$ cat src/rtl/rgb_pwm_ctrl.sv
`default_nettype none
// ============================================================================
// Module   : rgb_pwm_ctrl
// Purpose  : Three-channel PWM generator for the RGB LED path. Duty values
//            are written over a valid/ready port into a shadow buffer. They
//            become active only at a PWM period boundary (wrap), so a period
//            is never glitched mid-way.
// Ports    : clk, rst_n (async, active low)
//            enable                   0 forces pwm_* low; counters keep running
//            wr_valid / wr_ready      duty write handshake
//            wr_red/green/blue        new duty values (COUNTER_BITS wide)
//            pwm_red/green/blue       registered PWM outputs
//            period_strobe            1-clk pulse, one per PWM period
// Config   : `define RGB_PWM_BREATHE_EN adds an 8-bit triangle "breathe"
//            envelope. This envelope scales every duty value at each wrap.
// Revision : 1.0  initial release
// ============================================================================
module rgb_pwm_ctrl #(
  parameter int COUNTER_BITS         = 16,
  parameter int PRESCALER            = 10,
  parameter int BREATHE_STEP_PERIODS = 4
) (
  input  logic                    clk,
  input  logic                    rst_n,
  input  logic                    enable,
  input  logic                    wr_valid,
  output logic                    wr_ready,
  input  logic [COUNTER_BITS-1:0] wr_red,
  input  logic [COUNTER_BITS-1:0] wr_green,
  input  logic [COUNTER_BITS-1:0] wr_blue,
  output logic                    pwm_red,
  output logic                    pwm_green,
  output logic                    pwm_blue,
  output logic                    period_strobe
);

  localparam int CB   = COUNTER_BITS;
  localparam int PS_W = (PRESCALER > 1) ? $clog2(PRESCALER) : 1;
  localparam logic [PS_W-1:0] PS_LAST = PS_W'(PRESCALER - 1);

  generate
    if (PRESCALER < 1 || BREATHE_STEP_PERIODS < 1) begin : g_bad_params
      $error("rgb_pwm_ctrl: PRESCALER and BREATHE_STEP_PERIODS must be >= 1");
    end
  endgenerate

  typedef enum logic [0:0] {
    ST_IDLE    = 1'b0,
    ST_PENDING = 1'b1
  } state_t;

  state_t           state, state_nxt;
  logic [PS_W-1:0]  ps_cnt;
  logic [CB-1:0]    pwm_cnt;
  logic             tick;
  logic             wrap;
  logic             accept;
  logic             apply;
  logic [2:0][CB-1:0] wr_data;
  logic [2:0][CB-1:0] shadow;
  logic [2:0][CB-1:0] active;
  logic [2:0][CB-1:0] active_nxt;
  logic [2:0][CB-1:0] eff;
  logic [2:0]         pwm;

  assign wr_data = {wr_blue, wr_green, wr_red};
  assign tick    = (ps_cnt == PS_LAST);
  assign wrap    = tick && (pwm_cnt == {CB{1'b1}});

  // Timebase: prescaler and PWM counter run regardless of enable.
  always_ff @(posedge clk or negedge rst_n) begin
    if (!rst_n) begin
      ps_cnt  <= '0;
      pwm_cnt <= '0;
    end else begin
      ps_cnt <= tick ? '0 : ps_cnt + PS_W'(1);
      if (tick) begin
        pwm_cnt <= pwm_cnt + CB'(1);
      end
    end
  end

  // Write FSM: next state and handshake.
  always_comb begin
    state_nxt = state;
    wr_ready  = 1'b0;
    accept    = 1'b0;
    apply     = 1'b0;
    case (state)
      ST_IDLE: begin
        wr_ready = 1'b1;
        if (wr_valid) begin
          accept    = 1'b1;
          state_nxt = ST_PENDING;
        end
      end
      ST_PENDING: begin
        // A write taken on a wrap clk lands here and waits for the next wrap.
        if (wrap) begin
          apply     = 1'b1;
          state_nxt = ST_IDLE;
        end
      end
      default: state_nxt = ST_IDLE;
    endcase
  end

  assign active_nxt = apply ? shadow : active;

  always_ff @(posedge clk or negedge rst_n) begin
    if (!rst_n) begin
      state  <= ST_IDLE;
      shadow <= '0;
      active <= '0;
    end else begin
      state  <= state_nxt;
      active <= active_nxt;
      if (accept) begin
        shadow <= wr_data;
      end
    end
  end

`ifdef RGB_PWM_BREATHE_EN
  localparam int STEP_W = (BREATHE_STEP_PERIODS > 1) ? $clog2(BREATHE_STEP_PERIODS) : 1;
  localparam logic [STEP_W-1:0] STEP_LAST = STEP_W'(BREATHE_STEP_PERIODS - 1);
  localparam int PW = CB + 8;

  logic [STEP_W-1:0]  step_cnt;
  logic [7:0]         env, env_nxt;
  logic               env_down, env_down_nxt;
  logic               env_step;
  logic [2:0][PW-1:0] prod;

  assign env_step = wrap && (step_cnt == STEP_LAST);

  // Triangle envelope. At 255 and 0 the step only flips direction, so each
  // endpoint is held for one extra step (full cycle = 512 steps).
  always_comb begin
    env_nxt      = env;
    env_down_nxt = env_down;
    if (env_step) begin
      if (!env_down) begin
        if (env == 8'hFF) env_down_nxt = 1'b1;
        else              env_nxt      = env + 8'd1;
      end else begin
        if (env == 8'h00) env_down_nxt = 1'b0;
        else              env_nxt      = env - 8'd1;
      end
    end
    for (int i = 0; i < 3; i++) begin
      prod[i] = PW'(active_nxt[i]) * PW'(env_nxt);
    end
  end

  // Scaled duty is latched at wrap, from the values the new period will use.
  always_ff @(posedge clk or negedge rst_n) begin
    if (!rst_n) begin
      step_cnt <= '0;
      env      <= '0;
      env_down <= 1'b0;
      eff      <= '0;
    end else if (wrap) begin
      step_cnt <= env_step ? '0 : step_cnt + STEP_W'(1);
      env      <= env_nxt;
      env_down <= env_down_nxt;
      for (int i = 0; i < 3; i++) begin
        eff[i] <= prod[i][PW-1:8];
      end
    end
  end
`else
  assign eff = active;
`endif

  // Outputs: one clk behind pwm_cnt; strict compare means duty 2^N-1 is never 100%.
  always_ff @(posedge clk or negedge rst_n) begin
    if (!rst_n) begin
      pwm           <= '0;
      period_strobe <= 1'b0;
    end else begin
      for (int i = 0; i < 3; i++) begin
        pwm[i] <= enable && (pwm_cnt < eff[i]);
      end
      period_strobe <= wrap;
    end
  end

  assign pwm_red   = pwm[0];
  assign pwm_green = pwm[1];
  assign pwm_blue  = pwm[2];

endmodule
`default_nettype wire

$ cat config.mk
export PLATFORM = sky130hd
export DESIGN_NAME = rgb_pwm_ctrl
export DESIGN_NICKNAME = d
export VERILOG_FILES = /design/src/rtl/rgb_pwm_ctrl.sv
export SDC_FILE = /design/constraint.sdc
export NUM_CORES = 1
export LEC_CHECK = 0
export ABC_AREA = 1
export ABC_CLOCK_PERIOD_IN_PS = 1900
export CORE_MARGIN = 2
export CORE_UTILIZATION = 55
export DETAILED_ROUTE_END_ITERATION = 8
export PLACE_DENSITY = 0.8
export SLEW_MARGIN = 15
export SYNTH_ARGS = -nofsm -noshare
export SYNTH_HDL_FRONTEND = slang
export SYNTH_SLANG_ARGS = --single-unit
$ cat constraint.sdc
create_clock -name clk -period 1.9 [get_ports clk]
set_input_delay 0.57 -clock clk [delete_from_list [all_inputs] [get_ports clk]]
set_output_delay 0.57 -clock clk [all_outputs]
set_load 0.02 [all_outputs]
# Word-level counts from Yosys, hierarchy flattened
# Cells that the tools add are included.
# totals
register_bits	121
in_bits	52
wordCells	31
output_inout_bits	5
# classes
eq_ne	2
n_mux	8
reduce_logical	4
magnitude_cmp	3
n_addsub	2
bitwise_logic	1
# ops
op	n
$lt A16 B16 Y1	3
$add A16 B1 Y16 const B	1
$eq A16 B16 Y1 const B	1
$mux W1	6
$add A4 B1 Y4 const B	1
$eq A4 B4 Y1 const B	1
$logic_and A1 B1 Y1	4
$mux W4	1
$pmux W1 S2	1
$not A1 Y1	1

# Depth between registers and ports, before layout
# Gate-level depths: netlist (run 1).
# depth
depth_word	4
ltp_mapped	10
mapped_depth_nobuf	9

# Least setup slack after synthesis (run 1)
# OpenSTA, ideal clock, no wires.
# synth_path
kind	register to register
from	register pwm_cnt[1]
to	register active[0] (netlist name)
path_slack_ps	353
required_time_ps	1783
arrival_time_ps	1430
path_stages_with_launch	11
synth_period_minus_slack_ps	1547
cell_sequence	dfrtp_1 -> ha_1 -> nand3_1 -> inv_1 -> nand2_1 -> nor3_2 -> nand3_1 -> buf_4 -> buf_6 -> nand2_1 -> nand2_1
# synth_via
elab_chain_len	4
# synth_lines
element	line_no	source
start, declared	54	logic [CB-1:0] pwm_cnt;
start signal, assigned	78	pwm_cnt <= pwm_cnt + CB'(1);
$eq A16 B16 Y1	68	assign wrap = tick && (pwm_cnt == {CB{1'b1}});
$logic_and A1 B1 Y1	68	
$mux W1	99	if (wrap) begin
$mux W1	89	case (state)
end signal, assigned	117	active <= active_nxt;
end, declared	61	logic [2:0][CB-1:0] active;
# No other way between the ends.
# A chain may end at the register's enable or synchronous reset.

# Worst setup path in the final report (run 1)
# layout_path
from	register state
to	output wr_ready
# layout_via
elab_chain_len	1
# layout_lines
element	line_no	source
start, declared	52	state_t state, state_nxt;
start signal, assigned	116	state <= state_nxt;
$mux W1	89	
end, declared	27	output logic wr_ready,
# No other way between the ends.

==> results.yml, run 1 <==
global_routing:
  grt_pass1_vias: 4797
  grt_usage_pct: 24.52
  antenna_found_initial: 0
  grt_start_max_net_pins: 52
  grt_pass1_wl_um: 22130
  overflow: 0
die:
  start_util_pct: 56.19
  die_area_mm2: 0.01188
  coreArea_mm2: 0.01079
  fp-row-count: 38
  ios: 57
  die_h_um: 109.0
  die_x_um: 109.0
worst_setup_path:
  path_depth: 2
  endpoint: "wr_ready"
  crit_fanout: 2
  slowest_stage: "dfrtp_1"
  r2r_slack_ns: 0.18
  crit_required_ns: 1.33
  regToRegStartpoint: "ps_cnt[1]"
  arrival_ns: 1.29
  start_kind: "flip-flop"
  timing.rr.end: "active[15]"
  cpPeakStageDelay_ns: 0.38
  crit_type: "reg2out"
  reg2reg_depth: 8
  critical_path.startpoint: "state"
  end_kind: "output port"
  crit_buf_inv: 2
  critPathTopFamily: "buffers and inverters"
  path_cells: "inv_1, clkdlybuf4s15_1"
clock_tree:
  cts_root_buf: "clkbuf_8"
  clk_pin_slew_worst_paths_ns: 0.06
  clkLatencyLatePin_ns: 0.52
  clock_path_buffers: 2
  cts_max_level: 4
  cts_tree: "done"
  numCtsBuffers: 17
  clkSinkCount: 121
yosys:
  synth-compound-area-share_pct: 2.311
  synth.top_cells.by_area: "dfrtp_1 (50%), nand2_1 (11%), ha_1 (9.5%), mux2_2 (8.9%), nand3_1 (4.9%)"
  synth_edf_count: 0
  yosysWarnings: 0
  synth_top_area_share_pct: 49.93
  yosysSeqAreaShare_pct: 49.93
  synth_simple_gate_area_share_pct: 20.61
  postSynthCellCount: 631
  syn-cell-area_mm2: 0.006065
  synthMuxAreaShare_pct: 8.913
  synth_fa_ha_area_share_pct: 9.490
  ys_types: 31
  yosys.area.top_type: "dfrtp_1"
  post-synth-top-count-cell: "nand2_1"
  syn_avg_cell_area_um2: 9.611
  synth_top_family_by_area: "simple AND/OR/NAND/NOR gates"
  ys_async_sr_fraction_pct: 100.0
  ys.flop_type: "dfrtp_1"
  synth-xor-area-share_pct: 1.733
  ys_ff_latch: 121
  netlist_top_cells_count: "nand2_1 (178), dfrtp_1 (121), inv_1 (73), nand3_1 (59), mux2_2 (48)"
  syn_nets: 729
sta:
  layout_min_cycle_time_ns: 1.858
  tightest_slew_ns: 0.5299
  hold_viol_final: 0
  min_period_over_period_pct: 97.77
  fmax_ghz: 0.5383
  drv_slew: 0
  rsz0062_at_grt: "no"
  fin_setup_tns_ns: 0
  slew_headroom_pct: 64.67
  clock_skew_ns: 0.01231
  setup_viol: 0
placement:
  finalWeightedCongestion: 0.9129
  port_buffers: 56
  hpwl_um: 9059
  dp.cells: 824
routing:
  first_pass_iters: 5
  wl_per_cell_um: 15.39
  drt_first_iter_violations: 242
  antenna_left: 0
  vias: 4524
  wirelength_um: 13160
  drc: 0
  via_per_inst: 5.291
final_layout:
  drive_gt1_share_pct: 15.38
  syn_to_final_growth_pct: 21.93
  num-nets-final: 802
  num_antenna_cells: 0
  fin_cells: 855
power_and_ir_drop:
  cellPowerDensity_mw_per_mm2: 792.9
  p_leak_nw: 3.827
  ir_drop_mv: 0.4883
run:
  maxCapViolCount: 0
min_path:
  worstHoldPathType: "reg2reg"
status:
  status: "completed"
-- power breakdown --
part | switching, mW | internal, mW | total [mW] | leakage (nW)
logic | 0.0890 | 0.164 | 0.253 | 1.96
clock network | 1.17 | 1.72 | 2.89 | 0.245
registers | 0.0480 | 2.67 | 2.72 | 1.63
-- stage by stage --
step / util [%] / cell area [um2] / hold WS (ns) / setup WS, ns / total power, mW
floorplan: - / 6065 / 0.2744 / 0.3527 / 2.823
global placement: 63.47 / 6850 / 0.4577 / 0.08295 / 3.002
detailed placement: 63.47 / 6850 / 0.4598 / 0.05951 / 3.018
CTS: 68.49 / 7392 / 0.4788 / 0.0008195 / 5.918
global route: 68.51 / 7395 / 0.4979 / 0.007430 / 6.073
finish: 68.51 / 7395 / 0.4729 / 0.04239 / 5.863
-- per-layer routing --
| layer | vias to the layer above | part of all wire (%) | track usage (%) | routed length [um] |
|---|---|---|---|---|
| met4 | 0 | 2.2 | 9.341 | 286 |
| met5 | - | 0 | 0 | 0 |
| met1 | 2188 | 40 | 28.68 | 5202 |
| li1 | 2199 | - | - | - |
| met3 | 32 | 4.7 | 5.499 | 617 |
| met2 | 105 | 54 | 43.74 | 7052 |
-- worst min path at each step --
stage | endpoint | from | cells past startpoint | slack (ns)
6_report | active[5] | active[5] | 2 | 0.47
4_1_cts | active[0] | active[0] | 2 | 0.48
2_1_floorplan | active[0] | rst_n | 0 | 0.27
3_3_place_gp | active[23] | active[23] | 2 | 0.46
3_5_place_dp | active[9] | active[9] | 2 | 0.46
5_1_grt | active[42] | active[42] | 2 | 0.50
-- cell usage in the layout, fill, tap and decap left out, types with 2 or more instances in the layout --
master | Yosys | final
nand4_1 | 9 | 9
inv_1 | 73 | 73
nor2_2 | 4 | 4
xnor2_1 | 7 | 7
mux2_2 | 48 | 48
buf_4 | 3 | 14
clkinvlp_4 | 0 | 6
dfrtp_1 | 121 | 120
a31oi_1 | 2 | 2
dlygate4sd2_1 | 0 | 4
a21o_1 | 2 | 2
clkbuf_16 | 0 | 16
nand3_1 | 59 | 59
clkinv_4 | 0 | 3
xor2_1 | 5 | 5
ha_1 | 46 | 46
inv_6 | 0 | 2
nand2_1 | 178 | 177
nand3b_1 | 2 | 2
buf_12 | 0 | 5
clkdlybuf4s50_1 | 0 | 50
nor2_1 | 16 | 16
nor3_1 | 8 | 8
o21ai_0 | 3 | 3
a21oi_1 | 17 | 17
-- worst reg2reg max path: cells and delay by family (launching register included) --
family,cells,cell delay (ns)
buffers and inverters,1,0.23
AND/OR/NAND/NOR,7,1.03
flip-flops,1,0.42
-- sequential cells by signal, summed over array words and instances (netlist names) --
name,flops
pwm,3
state,1
pwm_cnt,16
period_strobe,1
active,48
ps_cnt,4
shadow,48
-- layout make-up --
type	count	area, um2
Timing Repair Buffer	75	760.7
Tap cell	140	175.2
Inverter	74	277.8
Sequential cell	121	3029
Fill cell	777	3398
Clock inverter	13	123.9
Multi-Input combinational cell	415	2614
Clock buffer	17	414.1
-- repair_timing --
item                                    CTS  global route
hold endpoints to repair                 25             0
setup buffers                             0             0
gates resized for setup                   5             2
pin swaps                                 0             0
endpoints found under the setup margin    5            12
hold buffers                              1             0
-- cells by family after synthesis --
group,count (synthesis)
and+or+nand+nor,283
DFF,121
buffers and inverters,95
muxes,48
adders and majority gates,46
AOI/OAI and AO/OA,26
xor gates and xnor gates,12
Power figures use the tool's default switching activity.
==> inputs of run 2 (changes only) <==
--- a/config.mk
+++ b/config.mk
@@ -11,6 +11,7 @@
 export CORE_UTILIZATION = 55
 export DETAILED_ROUTE_END_ITERATION = 8
 export PLACE_DENSITY = 0.8
+export SKIP_CTS_REPAIR_TIMING = 1
 export SLEW_MARGIN = 15
 export SYNTH_ARGS = -nofsm -noshare
 export SYNTH_HDL_FRONTEND = slang
==> run 2 against run 1 <==
Net effect:
- the flow now finishes with violations (negative hold slack)
- cell area increased by 0.10%
- die area is the same
- fmax rose by 4.7%
- final cell count down 0.12%
- routed wire length rose by 0.21%
- clock skew about the same
- via count is 0.86% higher
- largest cell class unchanged
==> results.yml, run 2 (synthesis gave the netlist of run 1 again) <==
status:
  status: "finished, violations left"
  violations: "negative hold slack"
worst_setup_path:
  crit_fanout: 2
  arrival_ns: 1.20
  reg2reg_depth: 8
  start_kind: "flip-flop"
  end_kind: "output port"
  cpPeakStageDelay_ns: 0.37
  critPathTopFamily: "flip-flops"
  crit_required_ns: 1.33
  crit_buf_inv: 2
  path_cells: "inv_1, dlymetal6s2s_1"
  timing.rr.end: "active[15]"
  crit_type: "reg2out"
  r2r_slack_ns: 0.17
  regToRegStartpoint: "ps_cnt[1]"
  slowest_stage: "dfrtp_1"
clock_tree:
  clock_path_buffers: 2
  clkLatencyLatePin_ns: 0.52
  cts_max_level: 4
  numCtsBuffers: 17
  cts_root_buf: "clkbuf_8"
  clkSinkCount: 121
  clk_pin_slew_worst_paths_ns: 0.06
  cts_tree: "done"
min_path:
  worstHoldPathType: "in2async"
global_routing:
  overflow: 0
  grt_usage_pct: 24.51
  antenna_found_initial: 0
  grt_pass1_wl_um: 22120
  grt_start_max_net_pins: 52
  grt_pass1_vias: 4797
final_layout:
  fin_cells: 854
  design_area_mm2: 0.007402
  num_antenna_cells: 0
  reg_top3: "active (48), shadow (48), pwm_cnt (16)"
  num-nets-final: 801
  drive_gt1_share_pct: 15.41
  layout_common_cells: "nand2_1 (177), dfrtp_1 (120), inv_1 (73)"
  final_common_cell: "nand2_1"
  nFillCells: 775
  syn_to_final_growth_pct: 22.05
die:
  die_h_um: 109.0
  die_x_um: 109.0
  start_util_pct: 56.19
  fp-row-count: 38
  coreArea_mm2: 0.01079
  die_area_mm2: 0.01188
  ios: 57
routing:
  first_pass_iters: 5
  wirelength_um: 13190
  drc: 0
  antenna_left: 0
  vias: 4563
  wl_per_cell_um: 15.44
  via_per_inst: 5.343
  drt_first_iter_violations: 279
sta:
  layout_min_cycle_time_ns: 1.774
  fmax_ghz: 0.5637
  drv_slew: 0
  rsz0062_at_grt: "no"
  setup_ws_ns: 0.1261
  tightest_slew_ns: 0.5306
  hold_viol_final: 19
  clock_skew_ns: 0.01187
  min_period_over_period_pct: 93.36
  slew_headroom_pct: 64.63
  setup_viol: 0
  hold_ws_ns: -0.01358
placement:
  placed_cell_area_mm2: 0.006850
  port_buffers: 56
  finalWeightedCongestion: 0.9129
  post-place-ws_ns: 0.05951
  hpwl_um: 9059
  dp.cells: 824
power_and_ir_drop:
  cellPowerDensity_mw_per_mm2: 791.6
  ir_drop_mv: 0.4885
  p_leak_nw: 3.896
  power_mw: 5.859
run:
  maxCapViolCount: 0
[run 2: worst register-to-register path, stage by stage (launching register included)]
cell and delay (ns):
dfrtp_1 0.42, nor2_2 0.16, nand3_4 0.17, nor2_4 0.20
nand2_4 0.10, nor2_8 0.09, buf_12 0.22, nand3_1 0.17
nand2_1 0.12
[run 2: power breakdown]
part / switching [mW] / internal, mW / total, mW / leakage, nW
Clock: 1.17 / 1.72 / 2.89 / 0.245
Sequential: 0.0486 / 2.67 / 2.72 / 1.63
Combinational: 0.0889 / 0.163 / 0.252 / 2.02
Total: 1.31 / 4.55 / 5.86 / 3.90
[run 2: layer usage]
metal	GRT usage, %	up-vias	part of all wire, %
met2	43.70	125	54
met5	0	-	0
met1	28.68	2214	39
met3	5.499	28	4.6
met4	9.341	0	2.1
li1	-	2196	-
[run 2: through the flow]
step	hold slack (ns)	setup TNS [ns]	util (%)
after floorplan	0.2744	0	-
after global placement	0.4577	0	63.47
after detailed placement	0.4598	0	63.47
after CTS	-0.02055	-0.9386	68.46
after global routing	0.005503	0	68.58
final	-0.01358	0	68.58
[run 2: cell type report]
class,count,area [um2],area share (%)
repair buffers,74,768.2,10.38
clock buffers,17,414.1,5.595
well taps,140,175.2,2.366
inverters,74,277.8,3.753
flip-flops and latches,121,3029,40.92
clock inverters,13,123.9,1.673
multi-input cells,415,2614,35.31
[run 2: worst max path at each step]
stage	startpoint	to	slack (ns)	depth (start not counted)
after global routing	ps_cnt[1]	active[15]	0.07	8
after CTS	state	wr_ready	-0.27	2
after detailed placement	wr_valid	shadow[18]	0.06	4
final	state	wr_ready	0.13	2
after floorplan	pwm_cnt[1]	active[0]	0.35	10
after global placement	wr_valid	shadow[2]	0.08	4
==> inputs of run 3 (changes only) <==
--- a/config.mk
+++ b/config.mk
@@ -6,7 +6,6 @@
 export NUM_CORES = 1
 export LEC_CHECK = 0
 export ABC_AREA = 1
-export ABC_CLOCK_PERIOD_IN_PS = 1900
 export CORE_MARGIN = 2
 export CORE_UTILIZATION = 55
 export DETAILED_ROUTE_END_ITERATION = 8
==> results of run 3 <==
The final DEF is identical to that of run 2; final timing and power are the same.
